`config.mk`:
```
export PLATFORM = sky130hd
export DESIGN_NAME = da_tlc5620
export DESIGN_NICKNAME = d
export VERILOG_FILES = /design/src/rtl/da_tlc5620_pkg.sv /design/src/rtl/da_tlc5620_tick_gen.sv /design/src/rtl/da_tlc5620.sv
export SDC_FILE = /design/constraint.sdc
export NUM_CORES = 1
export LEC_CHECK = 0
export ABC_AREA = 1
export CAP_MARGIN = 30
export CORE_AREA = 2 2 65 67
export DETAILED_ROUTE_END_ITERATION = 16
export DIE_AREA = 0 0 67 69
export PLACE_DENSITY = 0.78
export SYNTH_ARGS = -nofsm -noshare
export SYNTH_HDL_FRONTEND = slang
export SYNTH_SLANG_ARGS = --single-unit
export TNS_END_PERCENT = 1
```
`constraint.sdc`:
```
create_clock -name sys_clk -period 2.54 [get_ports sys_clk]
set_clock_uncertainty 0.1 [all_clocks]
set_input_delay 0.508 -clock sys_clk [delete_from_list [all_inputs] [get_ports sys_clk]]
set_output_delay 0.508 -clock sys_clk [all_outputs]
set_load 0.1 [all_outputs]
```
`src/rtl/da_tlc5620_pkg.sv`:
```
// Shared FSM state encoding and frame constants for the TLC5620 serial driver.
package da_tlc5620_pkg;

    localparam int WORD_BITS   = 11;
    localparam int PHASE_TICKS = 2;

    typedef enum logic [2:0] {
        S_SHIFT = 3'd0,
        S_LOAD  = 3'd1,
        S_GAP   = 3'd2,
        S_LDAC  = 3'd3,
        S_IDLE  = 3'd4
    } state_t;

endpackage

```
`src/rtl/da_tlc5620_tick_gen.sv`:
```
// Divides clk into a one-cycle tick every CLK_DIV cycles and a free-running
// da_clk that toggles on every tick.
module da_tlc5620_tick_gen #(
    parameter int CLK_DIV = 25
) (
    input  logic clk,
    input  logic rst_n,
    output logic tick,
    output logic da_clk
);

    // CLK_DIV of 1 still needs a one-bit counter so the compare stays legal.
    localparam int CW = (CLK_DIV > 1) ? $clog2(CLK_DIV) : 1;

    logic [CW-1:0] cnt_reg;

    assign tick = (cnt_reg == CW'(CLK_DIV - 1));

    always_ff @(posedge clk or negedge rst_n) begin
        if (!rst_n) begin
            cnt_reg <= '0;
            da_clk  <= 1'b0;
        end else if (tick) begin
            cnt_reg <= '0;
            da_clk  <= ~da_clk;
        end else begin
            cnt_reg <= cnt_reg + 1'b1;
        end
    end

endmodule

```
`src/rtl/da_tlc5620.sv`:
```
// TLC5620 serial driver: shifts an internally generated ramp to the DAC as
// {A1,A0,RNG,D7..D0}, then strobes LOAD and LDAC; LED mirrors the DAC value.
module da_tlc5620
    import da_tlc5620_pkg::*;
#(
    parameter int         CLK_DIV = 25,
    parameter logic [1:0] CHANNEL = 2'b00,
    parameter logic       RNG     = 1'b1,
    parameter logic [7:0] STEP    = 8'd1
) (
    input  logic       sys_clk,
    input  logic       sys_rst_n,
    output logic       DA_IO_CLK,
    output logic       DA_LOAD,
    output logic       DA_LDAC,
    output logic       DA_OUT_DATA,
    output logic [7:0] LED,
    output logic       da_clk
);

    localparam int IW = $clog2(WORD_BITS);
    localparam int PW = (PHASE_TICKS > 1) ? $clog2(PHASE_TICKS) : 1;

    logic                 tick;
    state_t               state_reg;
    logic [IW-1:0]        bit_idx_reg;
    logic [PW-1:0]        phase_reg;
    logic [WORD_BITS-1:0] word_reg;
    logic [7:0]           ramp_reg;
    logic [WORD_BITS-1:0] frame_word;
    logic                 phase_last;

    assign frame_word = {CHANNEL, RNG, ramp_reg};
    assign phase_last = (phase_reg == PW'(PHASE_TICKS - 1));

    da_tlc5620_tick_gen #(
        .CLK_DIV (CLK_DIV)
    ) u_tick_gen (
        .clk    (sys_clk),
        .rst_n  (sys_rst_n),
        .tick   (tick),
        .da_clk (da_clk)
    );

    always_ff @(posedge sys_clk or negedge sys_rst_n) begin
        if (!sys_rst_n) begin
            state_reg   <= S_SHIFT;
            bit_idx_reg <= IW'(WORD_BITS - 1);
            phase_reg   <= '0;
            word_reg    <= '0;
            ramp_reg    <= '0;
            DA_IO_CLK   <= 1'b0;
            DA_LOAD     <= 1'b1;
            DA_LDAC     <= 1'b1;
            DA_OUT_DATA <= 1'b0;
            LED         <= 8'h00;
        end else if (tick) begin
            phase_reg <= phase_last ? '0 : phase_reg + 1'b1;
            case (state_reg)
                S_SHIFT: begin
                    if (!phase_last) begin
                        DA_IO_CLK <= 1'b1;
                        // The word is captured as its MSB goes out so the whole frame is coherent.
                        if (bit_idx_reg == IW'(WORD_BITS - 1)) begin
                            word_reg    <= frame_word;
                            DA_OUT_DATA <= frame_word[WORD_BITS-1];
                        end else begin
                            DA_OUT_DATA <= word_reg[bit_idx_reg];
                        end
                    end else begin
                        DA_IO_CLK <= 1'b0;
                        if (bit_idx_reg == '0) begin
                            state_reg <= S_LOAD;
                        end else begin
                            bit_idx_reg <= bit_idx_reg - 1'b1;
                        end
                    end
                end
                S_LOAD: begin
                    DA_LOAD     <= 1'b0;
                    DA_IO_CLK   <= 1'b0;
                    DA_OUT_DATA <= 1'b0;
                    if (phase_last) state_reg <= S_GAP;
                end
                S_GAP: begin
                    DA_LOAD <= 1'b1;
                    if (phase_last) state_reg <= S_LDAC;
                end
                S_LDAC: begin
                    DA_LDAC <= 1'b0;
                    if (!phase_last) LED <= word_reg[7:0];
                    if (phase_last) state_reg <= S_IDLE;
                end
                S_IDLE: begin
                    DA_LDAC <= 1'b1;
                    if (phase_last) begin
                        ramp_reg    <= ramp_reg + STEP;
                        bit_idx_reg <= IW'(WORD_BITS - 1);
                        state_reg   <= S_SHIFT;
                    end
                end
                default: begin
                    state_reg   <= S_SHIFT;
                    bit_idx_reg <= IW'(WORD_BITS - 1);
                    phase_reg   <= '0;
                end
            endcase
        end
    end

endmodule

```
# == Word-level counts from Yosys, hierarchy flattened ==
# Cells that the tools add are included.
# Widths: inputs -> output; s select.
# classes
addsub,4
mul,0
div_mod_pow,0
magnitude_cmp,1
eq_ne,14
n_shift,0
n_mux,23
n_bitwise,3
reduce_logical,16
# ops
op,n
$mux 3,6
$ne 2x2->1 const B,8
$pmux 3 s5,1
$mux 4,3
$pmux 4 s3,1
$reduce_and 3->1,3
$add 8x1->8 const B,1
$pmux 1 s2,4
$reduce_and 7->1,1
$eq 3x2->1 const B,2
$mux 1,6
$reduce_and 2->1,3
$reduce_bool 2->1,3
$add 5x1->5 const B,1
$eq 5x5->1 const B,1
$lt 4x5->1 const B,1
$mux 5,1
$reduce_and 5->1,1
$reduce_or 5->1,1
$bmux 1 s4,1
$eq 4x4->1 const B,1
$logic_not 4->1,1
$reduce_and 4->1,1
$sub 4x1->4 const B,1
other kinds (6),8
# word_totals
reg_bits,43
latch_bits,0
ramBits,0
mem_bits_ro,0
out_inout_bits,13
wordCells,73
n_memories,0

# == Logic depth before layout (Yosys ltp) ==
# Gate-level depths: netlist of run 1.
# depth
word_depth,5
mapped_depth,10
depth_no_buf,10

# == Cells and area by module ==
# From an unflattened synthesis of run 1, not the netlist that was laid out.
# unflattened
cells_unflattened,234
area_unflattened_um2,2104.5
# by_module_without_submodules
module,n_inst,cells_each,area_each_um2
da_tlc5620,1,201,1819.2
da_tlc5620_tick_gen,1,33,285.3

# == Worst setup path before layout of run 1 ==
# No wires, ideal clock.
# synth_timing
path_type,register to register
start,reg u_tick_gen.cnt_reg[0]
end,reg word_reg[7]
setup_time_ns,0.118
arrival_ns,1.612
t_required_ns,2.322
path_slack_ns,0.710
path_stages_with_launch,11
path_buffers,2
period_less_slack_ns,1.830
path_cell_list,dfrtp_1 > inv_1 > ha_1 > inv_1 > nor3_4 > nand3_2 > or2_1 > buf_6 > buf_12 > nand2_2 > o21ai_2
# synth_between
elab_chain_len,2
# synth_lines
item,line,text
start: declaration,da_tlc5620_tick_gen.sv:15,logic [CW-1:0] cnt_reg;
start signal: assignment,da_tlc5620_tick_gen.sv:27,cnt_reg <= cnt_reg + 1'b1;
$eq 5x5->1,da_tlc5620_tick_gen.sv:17,assign tick = (cnt_reg == CW'(CLK_DIV - 1));
$reduce_and 4->1 (no line),--,
end signal: assignment,da_tlc5620.sv:65,word_reg <= frame_word;
end: declaration,da_tlc5620.sv:28,logic [WORD_BITS-1:0] word_reg;
# Every way passes these cells.
# A chain may end at the register's enable or synchronous reset.

# == Final worst setup path of run 1 ==
# layout_timing
start,reg u_tick_gen.cnt_reg[0]
end,reg word_reg[5]
# The elaborated chain is that of the path after synthesis.

==> flow_summary.toml, run 1 <==
[synthesis]
ys_seq_area_frac = 0.524
synth_nets = 241
synth_warnings = 0
ys_seq_elements = 43
synthTopCellsByCount = "nand2_1, dfrtp_1, inv_1"
synth_top_family_by_area = "simple AND/OR/NAND/NOR gates"
async_flop_share = 1.00
avgSynthCellArea_sq_um = 8.82
synth_cell_type_count = 25
synthAdderAreaFrac = 0.0303
synthMuxAreaShare = 0
synth_cells = 234
synthTopCellsByArea = "dfrtp_1, nand2_1, inv_1"
yosysMostFrequentCell = "nand2_1"
synth_top_cell_area_share = 0.473
synth_compound_area_frac = 0.113
synthXorXnorAreaFrac = 0.0424
synth_top_area_cell = "dfrtp_1"
yosys.area_share.simple = 0.209
ys.flop_type = "dfrtp_1"
synth_edf_count = 0
syn_area_sq_mm = 0.00206

[critical_path]
max_stage_delay_ps = 480
crit_top_cell = "inv_1"
crit_chain = "inv_1, ha_1, inv_1, nor3_4, nand3_2, or2_1, nand2_1, o21ai_2"
crit_type = "reg -> reg"
end_kind = "flip-flop"
required_ps = 2600
path_max_fanout = 17
startpoint_type = "flip-flop"
crit_family = "simple AND/OR/NAND/NOR gates"
arrival_ps = 2150
crit_slowest_cell = "or2_1"
path_buf_inv = 2

[clocking]
clock_latency_ps = 290
cts_hold_buffers = 0
clockBufferDepth = 2
clkSlewWorstSetupHoldPaths_ps = 70
cts_tree = "yes"
cts-root-buf = "clkbuf_8"
cts_max_level = 2
clkSinkCount = 43
postCtsSetupRepairBufs = 0
ctsResizeCount = 0
tritoncts.num_buffers = 5

[timing]
grt_setup_unrepaired = "no"
finalSetupViolations = 0
drv_slew = 0
whs_ps = 12.2
slew_headroom = 0.545
hold_viol = 0
post-route-period-util = 0.821
finalSetupTns_ps = 0
fmax_mhz = 479
period_needed_ps = 2090
tightestPinTransition_ps = 682

[global_route]
gr-usage-all-layers = 0.175
grt_pass1_vias = 1450
antenna_found_initial = 0
grt_max_degree = 18
overflow = 0
grt_first_pass_wirelength_mm = 6.22

[cells_and_area]
final_nets = 261
area_growth_pct = 11.0
drive_gt1_frac = 0.149
largest_reg_flops = 9
nFillCells = 381
antenna_cells = 0

[die]
io_pins = 15
initial_utilization = 0.527
die_area_sq_mm = 0.00462
die_h_um = 69
rows = 23
core_sq_mm = 0.00391
fp.dieW_um = 67

[pwr]
clkPwrFrac = 0.368
cellPowerDensity_mw_per_mm2 = 483
pwr-share-comb = 0.014
intPower_mw = 0.882
p_seq_frac = 0.618
power.total_mw = 1.11
leakage_nw = 1.13
ir_worst_vdd_mv = 0.219
p_sw_mw = 0.225
p_sw_frac = 0.203

[routing]
routed_via_density = 4.95
postRouteAntennaNets = 0
drt_wl_total_mm = 3.41
drc = 0
num_vias = 1509
first_pass_iters = 4
drtIter0Drc = 86
wl_per_cell_um = 11.2

[hold_path]
min_path_type = "in -> async"

[flow_run]
drv_cap = 0

[status]
status = "complete, no violations"

[placement]
dp_hpwl_mm = 2.60
place_congestion = 0.826
io_buffers = 14
-- metal layers --
layer  GRT usage  vias up  part of all wire
met4      0.0612        0             0.017
met1       0.224      693              0.49
met2       0.274       24              0.45
met3      0.0604        7             0.042
li1            -      785                 -
met5           0        -                 0
-- power by group through the flow --
stage | Combinational (mW) | Clock (mW) | Sequential [mW]
final | 0.0157 | 0.407 | 0.685
after global routing | 0.0189 | 0.461 | 0.684
after CTS | 0.0169 | 0.429 | 0.684
after detailed placement | 0.0169 | 0 | 0.698
after global placement | 0.0169 | 0 | 0.698
after floorplan | 0.000000467 | 0 | 0.698
-- final cells by class --
| class | instances | area, sq um | share of cell area |
|---|---|---|---|
| Sequential cell | 43 | 1080 | 0.472 |
| Inverter | 34 | 128 | 0.0557 |
| Multi-Input combinational cell | 153 | 815 | 0.356 |
| Clock buffer | 8 | 80.1 | 0.0350 |
| Tap cell | 50 | 62.6 | 0.0273 |
| Timing Repair Buffer | 17 | 125 | 0.0546 |
-- path summary, 6_finish.rpt --
path | start | to | slack (ps) | cells past startpoint
min in group sys_clk | DA_LDAC$_DFFE_PN1P_ | DA_LDAC$_DFFE_PN1P_ | 370 | 2
worst min-delay path | sys_rst_n | word_reg[2]$_DFFE_PN0P_ | 10 | 1
worst min register to register | DA_LDAC$_DFFE_PN1P_ | DA_LDAC$_DFFE_PN1P_ | 370 | 2
worst max register to register | u_tick_gen.cnt_reg[0]$_DFF_PN0_ | word_reg[5]$_DFFE_PN0P_ | 450 | 8
max in group asynchronous | sys_rst_n | DA_LOAD$_DFFE_PN1P_ | 1740 | 2
worst max-delay path | u_tick_gen.cnt_reg[0]$_DFF_PN0_ | word_reg[5]$_DFFE_PN0P_ | 450 | 8
-- cell families (layout without fill, tap and decap cells) --
logic type / Yosys count / in the layout
and+or+nand+nor: 99 / 99
xor gates and xnor gates: 10 / 10
AOI/OAI and AO/OA: 39 / 39
DFF: 43 / 43
adders and majority gates: 5 / 5
buffers and inverters: 38 / 59
-- placed cells by master, fill, tap and decap left out, drive strengths merged, types with 2 or more instances in the layout --
master,n
nand2,58
dfrtp,39
inv,34
o21ai,33
nand3,19
buf,17
nor2,14
xor2,10
clkbuf,8
ha,5
dfstp,4
nor3,4
a21oi,3
nand4,2
-- through the flow --
stage | area, sq um | utilization | worst slack, ps | std cells
finish | 2290 | 0.585 | 453 | 305
CTS | 2290 | 0.585 | 440 | 305
floorplan | 2060 | - | 710 | 234
detailed placement | 2210 | 0.565 | 450 | 297
global placement | 2210 | 0.565 | 524 | 297
global route | 2290 | 0.585 | 255 | 305
No activity file was read; power rests on OpenSTA's default activity.
==> inputs of run 2 (changes only) <==
--- a/config.mk
+++ b/config.mk
@@ -7,10 +7,10 @@
 export LEC_CHECK = 0
 export ABC_AREA = 1
 export CAP_MARGIN = 30
-export CORE_AREA = 2 2 65 67
+export CORE_AREA = 2 2 66 68
 export DETAILED_ROUTE_END_ITERATION = 16
-export DIE_AREA = 0 0 67 69
-export PLACE_DENSITY = 0.78
+export DIE_AREA = 0 0 68 70
+export PLACE_DENSITY = 0.79
 export SYNTH_ARGS = -nofsm -noshare
 export SYNTH_HDL_FRONTEND = slang
 export SYNTH_SLANG_ARGS = --single-unit
==> constraint.sdc (replaced) <==
create_clock -name sys_clk -period 1.9 [get_ports sys_clk]
set_clock_uncertainty 0.1 [all_clocks]
set_input_delay 0.38 -clock sys_clk [delete_from_list [all_inputs] [get_ports sys_clk]]
set_output_delay 0.38 -clock sys_clk [all_outputs]
set_load 0.1 [all_outputs]
==> flow_summary.toml, run 2 (synthesized netlist as in run 1, its figures left out) <==
[routing]
drtIter0Drc = 127
drt_wl_total_mm = 3.71
drc = 0
wl_per_cell_um = 11.9
num_vias = 1540
postRouteAntennaNets = 0
first_pass_iters = 4
routed_via_density = 4.95

[timing]
period_needed_ps = 1710
finalSetupViolations = 0
drv_slew = 0
hold_viol = 0
fmax_mhz = 586
post-route-period-util = 0.897
slew_headroom = 0.640
tightestPinTransition_ps = 541

[global_route]
grt_max_degree = 44
met1_usage = 0.244
grt_first_pass_wirelength_mm = 6.82
overflow = 0
antenna_found_initial = 0
grt_pass1_vias = 1596
grtUsageMet2 = 0.284
gr-usage-all-layers = 0.188
busiest_layer = "met2"
groute.layer.met3.usage = 0.0531

[critical_path]
startpoint_type = "flip-flop"
crit_top_cell = "inv_1"
crit_chain = "inv_1, ha_1, inv_1, nor2_1, nand3_2, nor2_2, nand2_1, inv_1, nand3_1, nand3_1"
crit_family = "simple AND/OR/NAND/NOR gates"
crit_type = "reg -> reg"
crit_slowest_cell = "dfrtp_1"
path_max_fanout = 7
max_stage_delay_ps = 410
arrival_ps = 1850
required_ps = 2040
end_kind = "flip-flop"
path_buf_inv = 3

[cells_and_area]
final_nets = 265
drive_gt1_frac = 0.185
layoutNonFillerInstCount = 311
antenna_cells = 0
nFillCells = 376
largest_reg_flops = 9
area_growth_pct = 22.8
most-common-layout-cells = "nand2_1, dfrtp_1, inv_1, o21ai_0, nand3_1"
final_common_cell = "nand2_1"
finish.instance_area_sq_mm = 0.00253

[die]
die_h_um = 70
io_pins = 15
fp.dieW_um = 68
core_sq_mm = 0.00414
die_area_sq_mm = 0.00476
rows = 24
initial_utilization = 0.498

[status]
status = "complete, no violations"

[placement]
placedCellCount = 303
dp_hpwl_mm = 2.72
io_buffers = 14
place_area_sq_mm = 0.00241
place_congestion = 0.783

[clocking]
clockBufferDepth = 2
cts_max_level = 2
cts_tree = "yes"
postCtsSetupRepairBufs = 0
cts_hold_buffers = 0
clock_latency_ps = 300
tritoncts.num_buffers = 5
clkSlewWorstSetupHoldPaths_ps = 80
clkSinkCount = 43
cts-root-buf = "clkbuf_8"

[pwr]
ir_worst_vdd_mv = 0.447
leakage_nw = 1.23
cellPowerDensity_mw_per_mm2 = 659

[flow_run]
drv_cap = 0

[hold_path]
min_path_type = "in -> async"
run 2: cell type report:
| class | count | area [sq um] | share of cell area |
|---|---|---|---|
| flip-flops and latches | 43 | 1080 | 0.427 |
| multi-input cells | 153 | 825 | 0.325 |
| repair buffers | 21 | 318 | 0.125 |
| inverters | 34 | 128 | 0.0504 |
| clock buffers | 6 | 82.6 | 0.0326 |
| well taps | 52 | 65.1 | 0.0257 |
| clock inverters | 2 | 35.0 | 0.0138 |
run 2: path summary, 6_finish.rpt:
path	startpoint	endpoint	slack, ps	cells after the start
min reg2reg	u_tick_gen.cnt_reg[0]$_DFF_PN0_	u_tick_gen.cnt_reg[0]$_DFF_PN0_	380	1
min	sys_rst_n	bit_idx_reg[2]$_DFFE_PN0P_	40	2
max in group asynchronous	sys_rst_n	DA_LDAC$_DFFE_PN1P_	1280	2
min in group sys_clk	u_tick_gen.cnt_reg[0]$_DFF_PN0_	u_tick_gen.cnt_reg[0]$_DFF_PN0_	380	1
max reg2reg	u_tick_gen.cnt_reg[0]$_DFF_PN0_	bit_idx_reg[3]$_DFFE_PN1P_	190	10
max	u_tick_gen.cnt_reg[0]$_DFF_PN0_	bit_idx_reg[3]$_DFFE_PN1P_	190	10
run 2: power by group:
part	leakage, nW	total [mW]	switching [mW]	internal [mW]
Combinational	0.601	0.0193	0.0172	0.00208
Clock	0.0612	0.735	0.310	0.425
Sequential	0.563	0.915	0	0.915
Total	1.23	1.67	0.327	1.34
run 2: per-layer routing:
layer | wire length, um | share of wire | up-vias
li1 | - | - | 788
met1 | 1720 | 0.46 | 721
met2 | 1790 | 0.48 | 24
met3 | 107 | 0.029 | 7
met4 | 83 | 0.022 | 0
met5 | 0 | 0 | -
run 2: repair_timing:
| item | 4_1_cts | 5_1_grt |
|---|---|---|
| pin swaps | 0 | 1 |
| resized for setup | 1 | 3 |
| endpoints found under the setup margin | 8 | 16 |
| cloned | 0 | 0 |
run 2: per-stage QoR:
stage	util	power [mW]	hold WS, ps	TNS (ps)	setup WS, ps
2_1_floorplan	-	0.933	-15.6	0	69.7
3_3_place_gp	0.581	0.953	352	0	43.8
3_5_place_dp	0.581	0.953	363	-367	-58.2
4_1_cts	0.609	1.70	54.4	0	16.7
5_1_grt	0.611	1.73	80.5	-21.5	-21.5
6_report	0.611	1.67	43.2	0	195
